### config.mk
export PLATFORM = sky130hd
export DESIGN_NAME = instr_decode_queue
export DESIGN_NICKNAME = d
export VERILOG_FILES = /design/src/rtl/instr_decode_queue_pkg.sv /design/src/rtl/instr_decode_queue_fifo.sv /design/src/rtl/instr_decode_queue.sv
export SDC_FILE = /design/constraint.sdc
export NUM_CORES = 1
export LEC_CHECK = 0
export ABC_CLOCK_PERIOD_IN_PS = 7150
export CAP_MARGIN = 20
export CORE_MARGIN = 3
export CORE_UTILIZATION = 50
export CTS_CLUSTER_SIZE = 20
export DETAILED_ROUTE_END_ITERATION = 8
export DONT_BUFFER_PORTS = 1
export HOLD_SLACK_MARGIN = 0.05
export PLACE_DENSITY = 0.7
export REMOVE_ABC_BUFFERS = 1
export SLEW_MARGIN = 15
export SYNTH_ARGS = -nofsm -noshare
export SYNTH_HDL_FRONTEND = slang
export SYNTH_HIERARCHICAL = 1
export SYNTH_SLANG_ARGS = --single-unit
### constraint.sdc
create_clock -name clk -period 7.15 [get_ports clk]
set_clock_uncertainty 0.1 [all_clocks]
set_input_delay 2.145 -clock clk [delete_from_list [all_inputs] [get_ports clk]]
set_output_delay 2.145 -clock clk [all_outputs]
set_load 0.01 [all_outputs]
### src/rtl/instr_decode_queue_pkg.sv
// Shared RV32I decode types, opcode constants and the pure decode function
// used by the buffered decode stage.
package instr_decode_queue_pkg;

    typedef logic [31:0] raw_instr_t;
    typedef logic [4:0]  regId_t;

    typedef enum logic [2:0] {
        instr_type_R,
        instr_type_I,
        instr_type_S,
        instr_type_SB,
        instr_type_U,
        instr_type_UJ
    } instr_type_t;

    localparam logic [6:0] OP_LOAD     = 7'b0000011;
    localparam logic [6:0] OP_MISC_MEM = 7'b0001111;
    localparam logic [6:0] OP_OP_IMM   = 7'b0010011;
    localparam logic [6:0] OP_AUIPC    = 7'b0010111;
    localparam logic [6:0] OP_STORE    = 7'b0100011;
    localparam logic [6:0] OP_OP       = 7'b0110011;
    localparam logic [6:0] OP_LUI      = 7'b0110111;
    localparam logic [6:0] OP_BRANCH   = 7'b1100011;
    localparam logic [6:0] OP_JALR     = 7'b1100111;
    localparam logic [6:0] OP_JAL      = 7'b1101111;
    localparam logic [6:0] OP_SYSTEM   = 7'b1110011;

    typedef struct packed {
        logic [6:0]  opcode;
        regId_t      rd;
        regId_t      rs1;
        regId_t      rs2;
        logic [2:0]  funct3;
        logic [6:0]  funct7;
        logic [31:0] imm;
    } decoded_instr_x_t;

    typedef struct packed {
        decoded_instr_x_t dec;
        instr_type_t      itype;
        logic             illegal;
    } decode_result_t;

    function automatic decode_result_t decode_rv32(input raw_instr_t instr);
        decode_result_t r;
        // NOTE: start from all-zero so every path assigns every field; undefined fields read 0 and no path leaves state implied.
        r            = '0;
        r.itype      = instr_type_R;
        r.dec.opcode = instr[6:0];
        case (instr[6:0])
            OP_LOAD, OP_MISC_MEM, OP_OP_IMM, OP_JALR, OP_SYSTEM: begin
                r.itype      = instr_type_I;
                r.dec.rd     = instr[11:7];
                r.dec.rs1    = instr[19:15];
                r.dec.funct3 = instr[14:12];
                r.dec.imm    = {{20{instr[31]}}, instr[31:20]};
            end
            OP_STORE: begin
                r.itype      = instr_type_S;
                r.dec.rs1    = instr[19:15];
                r.dec.rs2    = instr[24:20];
                r.dec.funct3 = instr[14:12];
                r.dec.imm    = {{20{instr[31]}}, instr[31:25], instr[11:7]};
            end
            OP_BRANCH: begin
                r.itype      = instr_type_SB;
                r.dec.rs1    = instr[19:15];
                r.dec.rs2    = instr[24:20];
                r.dec.funct3 = instr[14:12];
                r.dec.imm    = {{20{instr[31]}}, instr[7], instr[30:25], instr[11:8], 1'b0};
            end
            OP_AUIPC, OP_LUI: begin
                r.itype   = instr_type_U;
                r.dec.rd  = instr[11:7];
                r.dec.imm = {instr[31:12], 12'b0};
            end
            OP_JAL: begin
                r.itype   = instr_type_UJ;
                r.dec.rd  = instr[11:7];
                r.dec.imm = {{12{instr[31]}}, instr[19:12], instr[20], instr[30:21], 1'b0};
            end
            OP_OP: begin
                r.dec.rd     = instr[11:7];
                r.dec.rs1    = instr[19:15];
                r.dec.rs2    = instr[24:20];
                r.dec.funct3 = instr[14:12];
                r.dec.funct7 = instr[31:25];
            end
            default: r.illegal = 1'b1;
        endcase
        return r;
    endfunction

endpackage

### src/rtl/instr_decode_queue_fifo.sv
// Synchronous FIFO with flush and occupancy count; pointers wrap naturally
// at DEPTH (power of two).
module sync_fifo #(
    parameter int DEPTH = 4,
    parameter int WIDTH = 32
) (
    input  logic                     clk,
    input  logic                     rst,
    input  logic                     flush,
    input  logic                     push,
    input  logic                     pop,
    input  logic [WIDTH-1:0]         wdata,
    output logic [WIDTH-1:0]         rdata,
    output logic                     full,
    output logic                     empty,
    output logic [$clog2(DEPTH):0]   count
);
    localparam int PTR_W = $clog2(DEPTH);

    logic [WIDTH-1:0] mem [DEPTH];
    logic [PTR_W-1:0] wr_ptr;
    logic [PTR_W-1:0] rd_ptr;
    logic             do_push;
    logic             do_pop;

    assign full    = (count == (PTR_W+1)'(DEPTH));
    assign empty   = (count == '0);
    assign do_push = push && !full && !flush;
    assign do_pop  = pop && !empty && !flush;
    assign rdata   = mem[rd_ptr];

    // NOTE: storage is deliberately not reset; count/pointers alone decide what is valid.
    always_ff @(posedge clk) begin
        if (do_push) mem[wr_ptr] <= wdata;
    end

    // NOTE: non-blocking assignments for all state so every register samples pre-edge values.
    always_ff @(posedge clk or posedge rst) begin
        if (rst) begin
            wr_ptr <= '0;
            rd_ptr <= '0;
            count  <= '0;
        end else if (flush) begin
            wr_ptr <= '0;
            rd_ptr <= '0;
            count  <= '0;
        end else begin
            if (do_push) wr_ptr <= wr_ptr + 1'b1;
            if (do_pop)  rd_ptr <= rd_ptr + 1'b1;
            case ({do_push, do_pop})
                2'b10:   count <= count + 1'b1;
                2'b01:   count <= count - 1'b1;
                default: count <= count;
            endcase
        end
    end

endmodule

### src/rtl/instr_decode_queue.sv
// Buffered RV32I decode stage: fetch pushes raw instructions into a FIFO, the
// head is decoded combinationally and captured in a registered output stage.
module instr_decode_queue
    import instr_decode_queue_pkg::*;
#(
    parameter int DEPTH = 4,
    parameter int PC_W  = 32
) (
    input  logic                   clk,
    input  logic                   rst,
    input  logic                   flush_i,
    input  logic                   in_valid,
    output logic                   in_ready,
    input  logic [31:0]            in_instr,
    input  logic [PC_W-1:0]        in_pc,
    output logic                   out_valid,
    input  logic                   out_ready,
    output decoded_instr_x_t       out_dec,
    output instr_type_t            out_type,
    output logic                   out_illegal,
    output logic [PC_W-1:0]        out_pc,
    output logic [$clog2(DEPTH):0] count_o
);
    localparam int ENTRY_W = 32 + PC_W;

    logic [ENTRY_W-1:0] head;
    logic               fifo_full;
    logic               fifo_empty;
    logic               push;
    logic               load;
    decode_result_t     head_dec;

    // A full FIFO refuses input even when the output stage drains this cycle.
    assign in_ready = !flush_i && !fifo_full;
    assign push     = in_valid && in_ready;
    assign load     = !fifo_empty && (!out_valid || out_ready) && !flush_i;
    assign head_dec = decode_rv32(head[31:0]);

    sync_fifo #(
        .DEPTH (DEPTH),
        .WIDTH (ENTRY_W)
    ) u_fifo (
        .clk   (clk),
        .rst   (rst),
        .flush (flush_i),
        .push  (push),
        .pop   (load),
        .wdata ({in_pc, in_instr}),
        .rdata (head),
        .full  (fifo_full),
        .empty (fifo_empty),
        .count (count_o)
    );

    always_ff @(posedge clk or posedge rst) begin
        if (rst) begin
            out_valid   <= 1'b0;
            out_dec     <= '0;
            out_type    <= instr_type_R;
            out_illegal <= 1'b0;
            out_pc      <= '0;
        end else if (flush_i) begin
            out_valid   <= 1'b0;
        end else if (load) begin
            out_valid   <= 1'b1;
            out_dec     <= head_dec.dec;
            out_type    <= head_dec.itype;
            out_illegal <= head_dec.illegal;
            out_pc      <= head[ENTRY_W-1:32];
        end else if (out_ready) begin
            out_valid   <= 1'b0;
        end
    end

    stall_hold: assert property (@(posedge clk) disable iff (rst)
        (out_valid && !out_ready && !flush_i) |=> (out_valid && $stable(out_dec) &&
        $stable(out_type) && $stable(out_illegal) && $stable(out_pc)));

endmodule

==> flow_summary_export.csv, run 1 <==
group,metric,value,unit
status,status,"complete, no violations",
setup_path,start_kind,"primary input",
timing,fin_setup_tns,0,ns
timing,hold_viol,0,
placed_design,preCtsSetupSlack,2.22,ns
detailed_routing,drt_wl_total,27700,µm
timing,worstMarginPinSlew,1.02,ns
yosys,synthCells,851,
yosys,synth.distinct_cells,58,
setup_path,path_class,"in -> out",
detailed_routing,drtIter0Drc,649,
pwr,p_leak,5.54,nW
timing,fin_crit_sh,0.641,
cells_and_area,final_cell_mix,"256 x edfxtp_1, 172 x nand2_1, 106 x dfrtp_1, 64 x mux4_2, 37 x clkbuf_16",
setup_path,critPathMaxFanout,13,
setup_path,cp.arrival,2.34,ns
die,dieArea,30400,µm²
clock_network,root_buffer,"clkbuf_16",
die,die_x,174,µm
placed_design,io_buffers,0,
global_routing,gr-total-overflow,0,
detailed_routing,routed_via_density,5.65,
setup_path,slowest_stage,"nor2_1",
cells_and_area,fin_nets,921,
detailed_routing,wire_per_inst,22.2,µm
clock_network,postCtsHoldBufs,0,
global_routing,grt_antenna_before_repair,0,
die,fp.dieH,174,µm
clock_network,clkTransAtPathRegs,0.06,ns
clock_network,numCtsBuffers,37,
timing,drv_slew,0,
clock_network,cts_buffer_depth,3,
cells_and_area,area_growth,10.1,%
cells_and_area,final_common_cell,"edfxtp_1",
die,rows,60,
clock_network,cts_resized,0,
yosys,synthFlopType,"edfxtp_1",
setup_path,max_stage_delay,0.19,ns
placed_design,gp_congestion,0.801,
placed_design,place_area,14400,µm²
yosys,mappedNetlistArea,14200,µm²
cells_and_area,diodes,0,
clock_network,h-tree-depth,2,
cells_and_area,final_core_util,0.569,
global_routing,grt_pass1_wl,43200,µm
global_routing,grt_pass1_vias,7333,
flow_run,cap_violations,0,
cells_and_area,stdcell_area,15600,µm²
timing,relSlewSlack,0.320,
timing,setup_viol,0,
hold_path,hold_path.class,"reg -> reg",
clock_network,cts_setup_buffers,0,
timing,max_freq,218,MHz
timing,rsz0062_at_grt,"no",
timing,setup_slack,2.56,ns
setup_path,end_kind,"output port",
die,start_util,0.517,
detailed_routing,drtPass1Iterations,5,
global_routing,grt_use_total,0.183,
yosys,ys_seq_elements,364,
detailed_routing,antenna_left,0,
yosys,synth_edf_count,256,
yosys,avgSynthCellArea,16.6,µm²
yosys,synthArstFlopShare,0.297,
setup_path,cp_num_buf_inv,0,
cells_and_area,drive_above_1_share,0.182,
yosys,yosysWarnings,6,
clock_network,cts.sinks,364,
setup_path,cp_cell_sequence,"nor2_1",
clock_network,cts_tree,"done",
pwr,vdd_drop_max,0.000233,V
detailed_routing,drt_drc_violations_left,0,
pwr,power.density,300,nW/µm²
timing,period_minus_slack,4.59,ns
setup_path,required,4.91,ns
placed_design,hpwl,16900,µm
setup_path,path_delay_family,"simple AND/OR/NAND/NOR gates",
die,core,27400,µm²
detailed_routing,vias,7055,
die,io_pins,174,
yosys,seq_area_frac_synth,0.734,
global_routing,grt_max_degree,65,
clock_network,insertion_delay,0.52,ns
registers in the layout, indices dropped and copies added (netlist names):
name,cells
u_fifo/count,3
u_fifo/mem,256
out_pc,32
out_type,3
out_illegal,1
u_fifo/wr_ptr,2
u_fifo/rd_ptr,2
out_dec,64
out_valid,1
power by group:
part	switching [W]	internal [W]
sequential	0.000183	0.00243
combinational	0.000118	0.0000893
clock	0.000778	0.00108
worst paths after layout:
path | startpoint | end | depth (start not counted) | slack [ns]
worst max register to register | u_fifo/rd_ptr[1]$_DFFE_PP0P_ | out_dec[21]$_DFFE_PP0P_ | 7 | 3.57
worst min register to register | out_dec[62]$_DFFE_PP0P_ | out_dec[62]$_DFFE_PP0P_ | 2 | 0.44
min in group asynchronous | rst | u_fifo/count[0]$_DFFE_PP0P_ | 1 | 1.34
max in group asynchronous | rst | out_dec[11]$_DFFE_PP0P_ | 2 | 4.25
worst min-delay path | out_dec[62]$_DFFE_PP0P_ | out_dec[62]$_DFFE_PP0P_ | 2 | 0.44
worst max-delay path | flush_i | in_ready | 1 | 2.56
synthesized netlist by cell type (3+ instances only):
master,count,area share
nand2b_1,3,0.0013
o21ai_0,13,0.0046
a22o_1,17,0.011
dfrtp_1,108,0.19
and2_1,15,0.0066
nor3_1,4,0.0014
a21oi_1,35,0.012
inv_1,10,0.0027
ha_1,4,0.0035
buf_4,7,0.0037
xor2_1,3,0.0019
edfxtp_1,256,0.54
buf_6,6,0.0048
a22oi_1,5,0.0027
nand2_1,172,0.046
a211oi_1,3,0.0016
a31oi_1,3,0.0013
o22a_1,8,0.0050
and3_1,4,0.0018
mux4_2,64,0.10
buf_2,23,0.0081
o21ai_1,7,0.0025
clkbuf_1,12,0.0032
and3b_1,3,0.0019
o21ai_2,11,0.0068
nor2_1,12,0.0032
nor3b_1,3,0.0016
stage by stage:
step,power (W),cells,hold WS [ns]
after floorplan,0.00279,803,0.414
after detailed placement,0.00287,1180,0.434
final,0.00468,1248,0.442
after global placement,0.00286,1180,0.431
after CTS,0.00475,1248,0.450
after global routing,0.00487,1248,0.475
final cells by class:
type                    instances  area [µm²]
clock buffers                  50        1010
clock inverters                18         171
fillers                      2140       11800
inverters                      11        45.0
multi-input cells             428        3460
flip-flops and latches        364       10400
well taps                     372         465
repair buffers                  5        37.5
cells by family after synthesis:
family | count (synthesis) | share of synthesized area
buffers and inverters | 59 | 0.0228
adder cells (fa/ha/maj) | 5 | 0.00495
AND/OR/NAND/NOR | 238 | 0.0778
multiplexers | 64 | 0.102
AO/OA/AOI/OAI | 117 | 0.0561
flip-flops | 364 | 0.734
XOR/XNOR | 4 | 0.00248
layer usage:
metal  share of wire  vias up  track usage  routed length [µm]
met2            0.49      208        0.299               13600
met5               0        -            0                   0
met1            0.41     3612        0.245               11500
li1                -     3202            -                   -
met4           0.015        0       0.0382                 420
met3           0.081       33       0.0572                2230
worst register-to-register path, stage by stage (launching register included):
cell,delay (ns)
dfrtp_4,0.77
buf_4,0.53
mux4_2,0.57
nor2_1,0.29
o21ai_0,0.23
a31oi_1,0.72
a21oi_1,0.14
o21ai_2,0.16
Note: power is estimated with default switching activity, not from simulation.
==> run 2, diff against run 1 <==
Settings changed: ABC_CLOCK_PERIOD_IN_PS 7150 to 4740.
Clock period 7.15 ns to 4.74 ns, I/O delays scaled along.
==> run 2 against run 1 <==
Sequential share of layout area fell by 1.2 points. Critical endpoint is now u_fifo/mem[3][53]$_DFFE_PP_. Largest power group unchanged. Largest cell class unchanged. Sequential power up 51%. Design area rose by 1.8%. Highest routed layer unchanged.
==> flow_summary_export.csv, run 2 (synthesized netlist as in run 1, its figures left out) <==
group,metric,value,unit
global_routing,grt_pass1_vias,7646,
cells_and_area,drive_above_1_share,0.194,
clock_network,cts_tree,"done",
timing,max_freq,294,MHz
setup_path,critPathMaxFanout,34,
cells_and_area,largest_reg_flops,256,
clock_network,insertion_delay,0.52,ns
timing,worstMarginPinSlew,1.01,ns
die,dieArea,30400,µm²
die,start_util,0.517,
placed_design,place_area,14500,µm²
die,io_pins,174,
detailed_routing,antenna_left,0,
timing,fin_crit_sh,0.717,
detailed_routing,wire_per_inst,22.6,µm
clock_network,postCtsHoldBufs,0,
clock_network,h-tree-depth,2,
placed_design,hpwl,18200,µm
setup_path,end_kind,"flop",
clock_network,clkTransAtPathRegs,0.06,ns
cells_and_area,stdcell_area,15900,µm²
setup_path,slowest_stage,"and2_4",
setup_path,cp_cell_sequence,"nor2_1 > and2_1 > inv_1 > nor3_1 > and2_4 > buf_4",
timing,hold_viol,0,
clock_network,cts_buffer_depth,3,
detailed_routing,drtPass1Iterations,5,
pwr,power.total,0.00735,W
timing,drv_slew,0,
detailed_routing,routed_via_density,5.69,
die,core,27400,µm²
timing,period_minus_slack,3.40,ns
global_routing,grt_use_total,0.190,
clock_network,numCtsBuffers,38,
setup_path,path_class,"in -> reg",
timing,fin_setup_tns,0,ns
clock_network,cts_setup_buffers,0,
detailed_routing,drtIter0Drc,572,
global_routing,grt_antenna_before_repair,0,
pwr,p_leak,5.68,nW
setup_path,rr_startpoint,"u_fifo/count[0]$_DFFE_PP0P_",
global_routing,gr-total-overflow,0,
detailed_routing,vias,7162,
setup_path,startpoint,"flush_i",
flow_run,cap_violations,0,
hold_path,hold_path.class,"reg -> reg",
timing,setup_viol,0,
cells_and_area,top_register,"u_fifo/mem",
cells_and_area,final_core_util,0.579,
cells_and_area,diodes,0,
setup_path,max_stage_delay,0.59,ns
clock_network,cts.sinks,364,
die,die_x,174,µm
setup_path,cp.arrival,3.51,ns
global_routing,grt_pass1_wl,45100,µm
detailed_routing,drt_drc_violations_left,0,
cells_and_area,area_growth,12.1,%
timing,relSlewSlack,0.326,
status,status,"complete, no violations",
setup_path,start_kind,"primary input",
cells_and_area,fin_nets,931,
pwr,power.density,463,nW/µm²
timing,rsz0062_at_grt,"no",
placed_design,io_buffers,0,
clock_network,root_buffer,"clkbuf_16",
cells_and_area,final_cell_mix,"256 x edfxtp_1, 172 x nand2_1, 106 x dfrtp_1, 64 x mux4_2, 41 x clkbuf_16",
pwr,vdd_drop_max,0.000372,V
global_routing,grt_max_degree,102,
hold_path,min_from,"out_type[2]$_DFFE_PP0P_",
placed_design,gp_congestion,0.812,
detailed_routing,drt_wl_total,28500,µm
setup_path,required,4.85,ns
die,rows,60,
clock_network,cts_resized,0,
cells_and_area,final_common_cell,"edfxtp_1",
die,fp.dieH,174,µm
cells_and_area,reg.largest.list,"u_fifo/mem x256, out_dec x64, out_pc x32",
[run 2: critical path, delay by kind of cell]
kind | cells | cell delay, ns
buffers and inverters | 2 | 0.47
AND/OR/NAND/NOR | 4 | 1.60
[run 2: final timing paths]
path | endpoint | slack (ns) | cells after the start
setup / recovery | u_fifo/mem[3][53]$_DFFE_PP_ | 1.34 | 6
hold / removal | out_type[2]$_DFFE_PP0P_ | 0.44 | 2
hold reg to reg | out_type[2]$_DFFE_PP0P_ | 0.44 | 2
max in group asynchronous | out_pc[30]$_DFFE_PP0P_ | 3.27 | 2
min in group asynchronous | u_fifo/count[0]$_DFFE_PP0P_ | 0.62 | 1
setup reg to reg | u_fifo/mem[3][53]$_DFFE_PP_ | 1.36 | 7
[run 2: final cells by class]
class                           instances  area [µm²]
Clock buffer                           48        1080
Timing Repair Buffer                   14         168
Sequential cell                       364       10400
Clock inverter                         22         249
Fill cell                            2104       11500
Inverter                               11        45.0
Multi-Input combinational cell        428        3460
Tap cell                              372         465
[run 2: per-layer routing]
metal  vias up  routed length, µm  GRT usage
li1       3218                  -          -
met1      3679              11400      0.245
met5         -                  0          0
met2       221              14100      0.312
met4         0                580     0.0499
met3        44               2450     0.0664
[run 2: power breakdown]
part | internal, W | leakage [nW] | total [W] | switching (W)
Sequential | 0.00366 | 3.73 | 0.00394 | 0.000278
Combinational | 0.000139 | 1.30 | 0.000320 | 0.000181
Clock | 0.00190 | 0.653 | 0.00308 | 0.00119
Total | 0.00570 | 5.68 | 0.00735 | 0.00165
[run 2: per-stage QoR]
step           setup slack (ns)  cells  hold slack, ns
2_1_floorplan             -1.20    803           0.414
3_3_place_gp              0.889   1189           0.433
3_5_place_dp              0.820   1189           0.436
4_1_cts                    1.35   1259           0.454
5_1_grt                    1.05   1259           0.467
6_report                   1.34   1259           0.444
